[config.mk]
export PLATFORM = sky130hd
export DESIGN_NAME = call_register_flat
export DESIGN_NICKNAME = d
export VERILOG_FILES = /design/src/rtl/call_register_if.sv /design/src/rtl/call_register.sv /design/src/flat_wrapper.sv
export SDC_FILE = /design/constraint.sdc
export NUM_CORES = 1
export LEC_CHECK = 0
export CAP_MARGIN = 20
export CORE_AREA = 5 5 128 154
export DETAILED_ROUTE_END_ITERATION = 10
export DIE_AREA = 0 0 133 159
export HOLD_SLACK_MARGIN = 0.1
export PLACE_DENSITY = 0.57
export SYNTH_ARGS = -nofsm -noshare
export SYNTH_HDL_FRONTEND = slang
export SYNTH_SLANG_ARGS = --single-unit
[constraint.sdc]
create_clock -name clk -period 3.9 [get_ports clk]
set_input_delay 0.78 -clock clk [delete_from_list [all_inputs] [get_ports clk]]
set_output_delay 0.78 -clock clk [all_outputs]
set_load 0.1 [all_outputs]
[src/rtl/call_register_if.sv]
// Button-panel / FSM side bundle for call_register.
//   slave  : the call_register itself (reads raw buttons and FSM state,
//            drives the latched request vectors).
//   master : whoever drives buttons and FSM state (FSM + pin model).
// Signals:
//   power                  power switch, low drops all requests
//   raw_up/raw_down/raw_car asynchronous, bouncing button inputs
//   status/floor           FSM state and current floor
//   nextup/nextdown        FSM travel direction
//   upcall/downcall/floor_btn latched requests, any_call = OR of them
interface call_register_if #(
  parameter int FLOORS = 8
);
  logic              power;
  logic [FLOORS-1:0] raw_up;
  logic [FLOORS-1:0] raw_down;
  logic [FLOORS-1:0] raw_car;
  logic [3:0]        status;
  logic [2:0]        floor;
  logic              nextup;
  logic              nextdown;
  logic [FLOORS-1:0] upcall;
  logic [FLOORS-1:0] downcall;
  logic [FLOORS-1:0] floor_btn;
  logic              any_call;

  modport slave (
    input  power, raw_up, raw_down, raw_car, status, floor, nextup, nextdown,
    output upcall, downcall, floor_btn, any_call
  );

  modport master (
    output power, raw_up, raw_down, raw_car, status, floor, nextup, nextdown,
    input  upcall, downcall, floor_btn, any_call
  );
endinterface

[src/rtl/call_register.sv]
// call_register: turns raw hall/car buttons into the latched request vectors
// consumed by the elevator FSM.  Every button goes through its own
// synchroniser + debouncer channel which emits a one-cycle press pulse; the
// pulses set request bits that are cleared when the FSM opens the door at the
// matching floor in a compatible direction.
// Ports:
//   clk   system clock (shared with the FSM)
//   rst   synchronous active-high reset
//   bus   call_register_if.slave (buttons, FSM state, request outputs)

// One button channel: 2-flop synchroniser, saturating debounce counter and
// rising-edge detect on the debounced level.
module call_register_chan #(
  parameter int DEBOUNCE = 4
) (
  input  logic clk,
  input  logic rst,
  input  logic raw_i,
  output logic press_o
);
  localparam logic [3:0] DB = 4'(DEBOUNCE);

  logic       s1_q, s2_q, deb_q;
  logic [3:0] cnt_q, cnt_d;
  logic       deb;

  assign deb     = (cnt_q == DB);
  assign press_o = deb & ~deb_q;

  // Counter restarts whenever the synced level drops, so a re-press needs
  // at least one synced-low cycle.
  always_comb begin
    cnt_d = cnt_q;
    if (!s2_q)    cnt_d = '0;
    else if (!deb) cnt_d = cnt_q + 4'd1;
  end

  always_ff @(posedge clk) begin
    if (rst) begin
      s1_q  <= 1'b0;
      s2_q  <= 1'b0;
      cnt_q <= '0;
      deb_q <= 1'b0;
    end else begin
      s1_q  <= raw_i;
      s2_q  <= s1_q;
      cnt_q <= cnt_d;
      deb_q <= deb;
    end
  end
endmodule

module call_register #(
  parameter int FLOORS      = 8,
  parameter int DEBOUNCE    = 4,
  parameter int ST_SHUTDOWN = 0,
  parameter int ST_OPENED   = 7
) (
  input logic             clk,
  input logic             rst,
  call_register_if.slave  bus
);
  localparam int NCH = 3 * FLOORS;
  // No "up" at the top floor and no "down" at the bottom floor.
  localparam logic [FLOORS-1:0] UP_MASK = {1'b0, {(FLOORS-1){1'b1}}};
  localparam logic [FLOORS-1:0] DN_MASK = {{(FLOORS-1){1'b1}}, 1'b0};

  logic [NCH-1:0]    raw_all, press_all;
  logic [FLOORS-1:0] up_q, dn_q, car_q, up_d, dn_d, car_d;
  logic [FLOORS-1:0] sel, clr_up, clr_dn;
  logic              any_q, any_d;
  logic              off, bidir;

  assign raw_all = {bus.raw_car, bus.raw_down, bus.raw_up};

  for (genvar g = 0; g < NCH; g++) begin : g_ch
    call_register_chan #(.DEBOUNCE(DEBOUNCE)) u_ch (
      .clk     (clk),
      .rst     (rst),
      .raw_i   (raw_all[g]),
      .press_o (press_all[g])
    );
  end

  // One-hot floor select while the door is open; an out-of-range floor
  // simply matches nothing.
  for (genvar f = 0; f < FLOORS; f++) begin : g_sel
    assign sel[f] = (bus.status == 4'(ST_OPENED)) && (int'(bus.floor) == f);
  end

  assign off    = !bus.power || (bus.status == 4'(ST_SHUTDOWN));
  assign bidir  = !bus.nextup && !bus.nextdown;
  assign clr_up = sel & {FLOORS{bus.nextup   | bidir}};
  assign clr_dn = sel & {FLOORS{bus.nextdown | bidir}};

  // Clear is applied after the set, so a same-edge press + clear leaves 0.
  always_comb begin
    up_d  = (up_q  | press_all[FLOORS-1:0])          & ~clr_up & UP_MASK;
    dn_d  = (dn_q  | press_all[2*FLOORS-1:FLOORS])   & ~clr_dn & DN_MASK;
    car_d = (car_q | press_all[3*FLOORS-1:2*FLOORS]) & ~sel;
    if (off) begin
      up_d  = '0;
      dn_d  = '0;
      car_d = '0;
    end
    any_d = |{up_d, dn_d, car_d};
  end

  always_ff @(posedge clk) begin
    if (rst) begin
      up_q  <= '0;
      dn_q  <= '0;
      car_q <= '0;
      any_q <= 1'b0;
    end else begin
      up_q  <= up_d;
      dn_q  <= dn_d;
      car_q <= car_d;
      any_q <= any_d;
    end
  end

  assign bus.upcall    = up_q;
  assign bus.downcall  = dn_q;
  assign bus.floor_btn = car_q;
  assign bus.any_call  = any_q;
endmodule

[src/flat_wrapper.sv]
// flat-port wrapper written by rule: the top's interface ports become plain ports
module call_register_flat 
#(
  parameter int FLOORS      = 8,
  parameter int DEBOUNCE    = 4,
  parameter int ST_SHUTDOWN = 0,
  parameter int ST_OPENED   = 7
)
  (clk, rst, bus_power, bus_raw_up, bus_raw_down, bus_raw_car, bus_status, bus_floor, bus_nextup, bus_nextdown, bus_upcall, bus_downcall, bus_floor_btn, bus_any_call);
  call_register_if #(.FLOORS(FLOORS)) bus_i ();
  input logic clk;
  input logic rst;
  input wire logic [$bits(bus_i.power)-1:0] bus_power;
  input wire logic [$bits(bus_i.raw_up)-1:0] bus_raw_up;
  input wire logic [$bits(bus_i.raw_down)-1:0] bus_raw_down;
  input wire logic [$bits(bus_i.raw_car)-1:0] bus_raw_car;
  input wire logic [$bits(bus_i.status)-1:0] bus_status;
  input wire logic [$bits(bus_i.floor)-1:0] bus_floor;
  input wire logic [$bits(bus_i.nextup)-1:0] bus_nextup;
  input wire logic [$bits(bus_i.nextdown)-1:0] bus_nextdown;
  output wire logic [$bits(bus_i.upcall)-1:0] bus_upcall;
  output wire logic [$bits(bus_i.downcall)-1:0] bus_downcall;
  output wire logic [$bits(bus_i.floor_btn)-1:0] bus_floor_btn;
  output wire logic [$bits(bus_i.any_call)-1:0] bus_any_call;
  assign bus_i.power = bus_power;
  assign bus_i.raw_up = bus_raw_up;
  assign bus_i.raw_down = bus_raw_down;
  assign bus_i.raw_car = bus_raw_car;
  assign bus_i.status = bus_status;
  assign bus_i.floor = bus_floor;
  assign bus_i.nextup = bus_nextup;
  assign bus_i.nextdown = bus_nextdown;
  assign bus_upcall = bus_i.upcall;
  assign bus_downcall = bus_i.downcall;
  assign bus_floor_btn = bus_i.floor_btn;
  assign bus_any_call = bus_i.any_call;
  call_register #(.FLOORS(FLOORS), .DEBOUNCE(DEBOUNCE), .ST_SHUTDOWN(ST_SHUTDOWN), .ST_OPENED(ST_OPENED)) u_core (.clk(clk), .rst(rst), .bus(bus_i));
endmodule
==> run summary <==
drt first-iter violations: 258
# rows: 54
first-pass GRT wire length: 23.15 mm
# setup viols final: 0
fin crit share: 70.12%
Num CTS Buffers: 17
WS Path Type: reg2out
Util after Layout: 46.57%
relative slew slack: 34.18%
syn_area_per_cell: 9.663 um2
max_cap viols: 0
later-pin clock latency in the skew report: 0.42 ns
Critical Path Sink Type: primary output
overall die height: 159 um
H-tree levels: 4
sequential fraction of the synthesis area: 50.23%
register bit total from synthesis: 177
total power: 3.614 mW
Peak VDD IR: 0.0003055 V
Max Slew Vio Count: 0
commonest non-fill, non-tap cells in the layout: dfxtp_1 (177), nor2_1 (108), clkdlybuf4s50_1 (55), a21oi_1 (54), nor2b_1 (48)
post-CTS setup buffers: 0
status: finished, final reports clean
CTS tree: built
CTS root buffer: clkbuf_16
area delta synth->final: 19.08%
CTS sink cnt: 177
crit path launch type: flop
Post-Route WL: 13.91 mm
Hold Vio Cnt, Final: 0
Req. time, crit path: 3.12 ns
post_cts resized: 0
post-detail-place hpwl: 10.21 mm
I/O pins: 61
worst setup margin: 1.165 ns
Via density: 4.930
worst-path fanout max: 2
cells along the critical path: clkdlybuf4s50_1
gr usage total: 13.49%
initial antenna violation count: 0
placed cells: 997
final hold slack: 0.4307 ns
pin slew with the least headroom to its limit: 0.9842 ns
commonest non-fill, non-tap cell in the layout: dfxtp_1
Leak: 3.003 nW
number of remaining DRC errors: 0
Routed WL per cell: 13.53 um
maximum clock frequency: 365.7 MHz
antenna-violating nets left: 0
Post-Synthesis Cells: 730
die area: 21150 um2
Yosys Warn Count: 0
initial core utilization: 39.10%
CP peak stage delay: 1.16 ns
GP Congestion: 0.8392
cell area after synthesis: 7054 um2
clk buf depth: 2
final setup TNS: 0 ns
Yosys cell types: 42
Post-synth EDFFs: 0
CP Buf/Inv Count: 1
power density over the cells: 430.2 nW/um2
hold buffers post-CTS: 0
slowest CP cell: clkdlybuf4s50_1
delay-heaviest family, CP: buffers and inverters
CTS clock-pin slew for the worst setup and hold paths: 0.06 ns
total global routing overflow: 0
nets@finish: 872
final instance area: 8401 um2
Via Count: 5068
largest net degree at the start of global routing: 60
port buffer count: 56
Top FF cell, synth: dfxtp_1
vias in the first global route: 5031
minimum clock period: 2.735 ns
Cell Area, Placed: 7836 um2
RSZ-0062 raised after global routing: no
crit path DAT: 1.95 ns
Non-Filler Instances: 1028
skew final: 0.007537 ns
DRT Pass-1 Iters: 4
HP Class: reg2reg
core box area: 18040 um2
ant diodes: 0
chip width: 133 um
post-place setup slack: 0.9313 ns
Synth async-reset ratio: 0%
share of cells above drive strength 1: 5.100%
## cell usage after synthesis (all sizes together) (2+ instances only)
cell type	instances	area share, %
buf	4	0.53
ha	44	7.8
clkbuf	14	0.74
nand2	2	0.11
nand2b	26	2.3
o21bai	2	0.21
nor4bb	13	1.8
nor2b	48	4.3
nand3	24	1.7
xnor2	44	5.5
dfxtp	177	50
xor2	13	1.6
o21ai	11	0.83
nor3	25	1.8
a21oi	54	3.8
nor2	108	5.7
nand3b	22	2.3
o22ai	5	0.44
inv	45	2.4
nor3b	13	1.4
or4	2	0.21
o21ba	3	0.43
o32ai	4	0.50
o211ai	2	0.21
nor4	12	1.2
## cells by family (layout without fill, tap and decap cells)
kind of cell / after synthesis / after routing / share of synthesized area [%]
and+or+nand+nor: 298 / 298 / 23.48
DFF: 177 / 177 / 50.23
AOI/OAI and AO/OA: 90 / 90 / 7.680
buffers and inverters: 63 / 136 / 3.671
xor gates and xnor gates: 57 / 57 / 7.077
adders and majority gates: 44 / 44 / 7.804
other: 1 / 2 / 0.05316
## sequential cells by signal, indices dropped and copies added, names as in the netlist
register	flops
u_core.bus.upcall	7
u_core.bus.floor_btn	8
u_core.g_ch.u_ch.cnt_q	88
u_core.g_ch.u_ch.s2_q	22
u_core.bus.any_call	1
u_core.bus.downcall	7
u_core.g_ch.u_ch.deb_q	22
u_core.g_ch.u_ch.s1_q	22
## where the power goes
group | switching, mW | internal [mW] | leakage [nW]
Sequential | 0.0121 | 1.84 | 1.44
Clock | 0.673 | 0.956 | 0.266
Combinational | 0.0712 | 0.0660 | 1.30
Total | 0.756 | 2.86 | 3.00
## area by class of cell
type                       instances  area (um2)
clock buffer                      22       454.2
clock inverter                     9       110.1
fill                            1656        9639
inverter                          45       168.9
multi-input combinational        491        3256
sequential                       177        3543
tap                              224       280.3
timing repair buffer              60       588.1
## layer usage
layer | wire length [um] | GRT usage, %
met1 | 5921 | 14.70
met3 | 621 | 4.172
met2 | 6962 | 23.80
met5 | 0 | 0
met4 | 404 | 6.238
## worst paths after layout
path / from / end / slack, ns / cells past startpoint
setup reg to reg: u_core.g_ch[4].u_ch.cnt_q[0] / u_core.bus.any_call / 2.03 / 7
hold reg to reg: u_core.g_ch[0].u_ch.s1_q / u_core.g_ch[0].u_ch.s2_q / 0.43 / 1
setup / recovery: u_core.bus.downcall[5] / bus_downcall[5] / 1.17 / 1
hold / removal: u_core.g_ch[0].u_ch.s1_q / u_core.g_ch[0].u_ch.s2_q / 0.43 / 1
(Power assumes the default switching activity.)
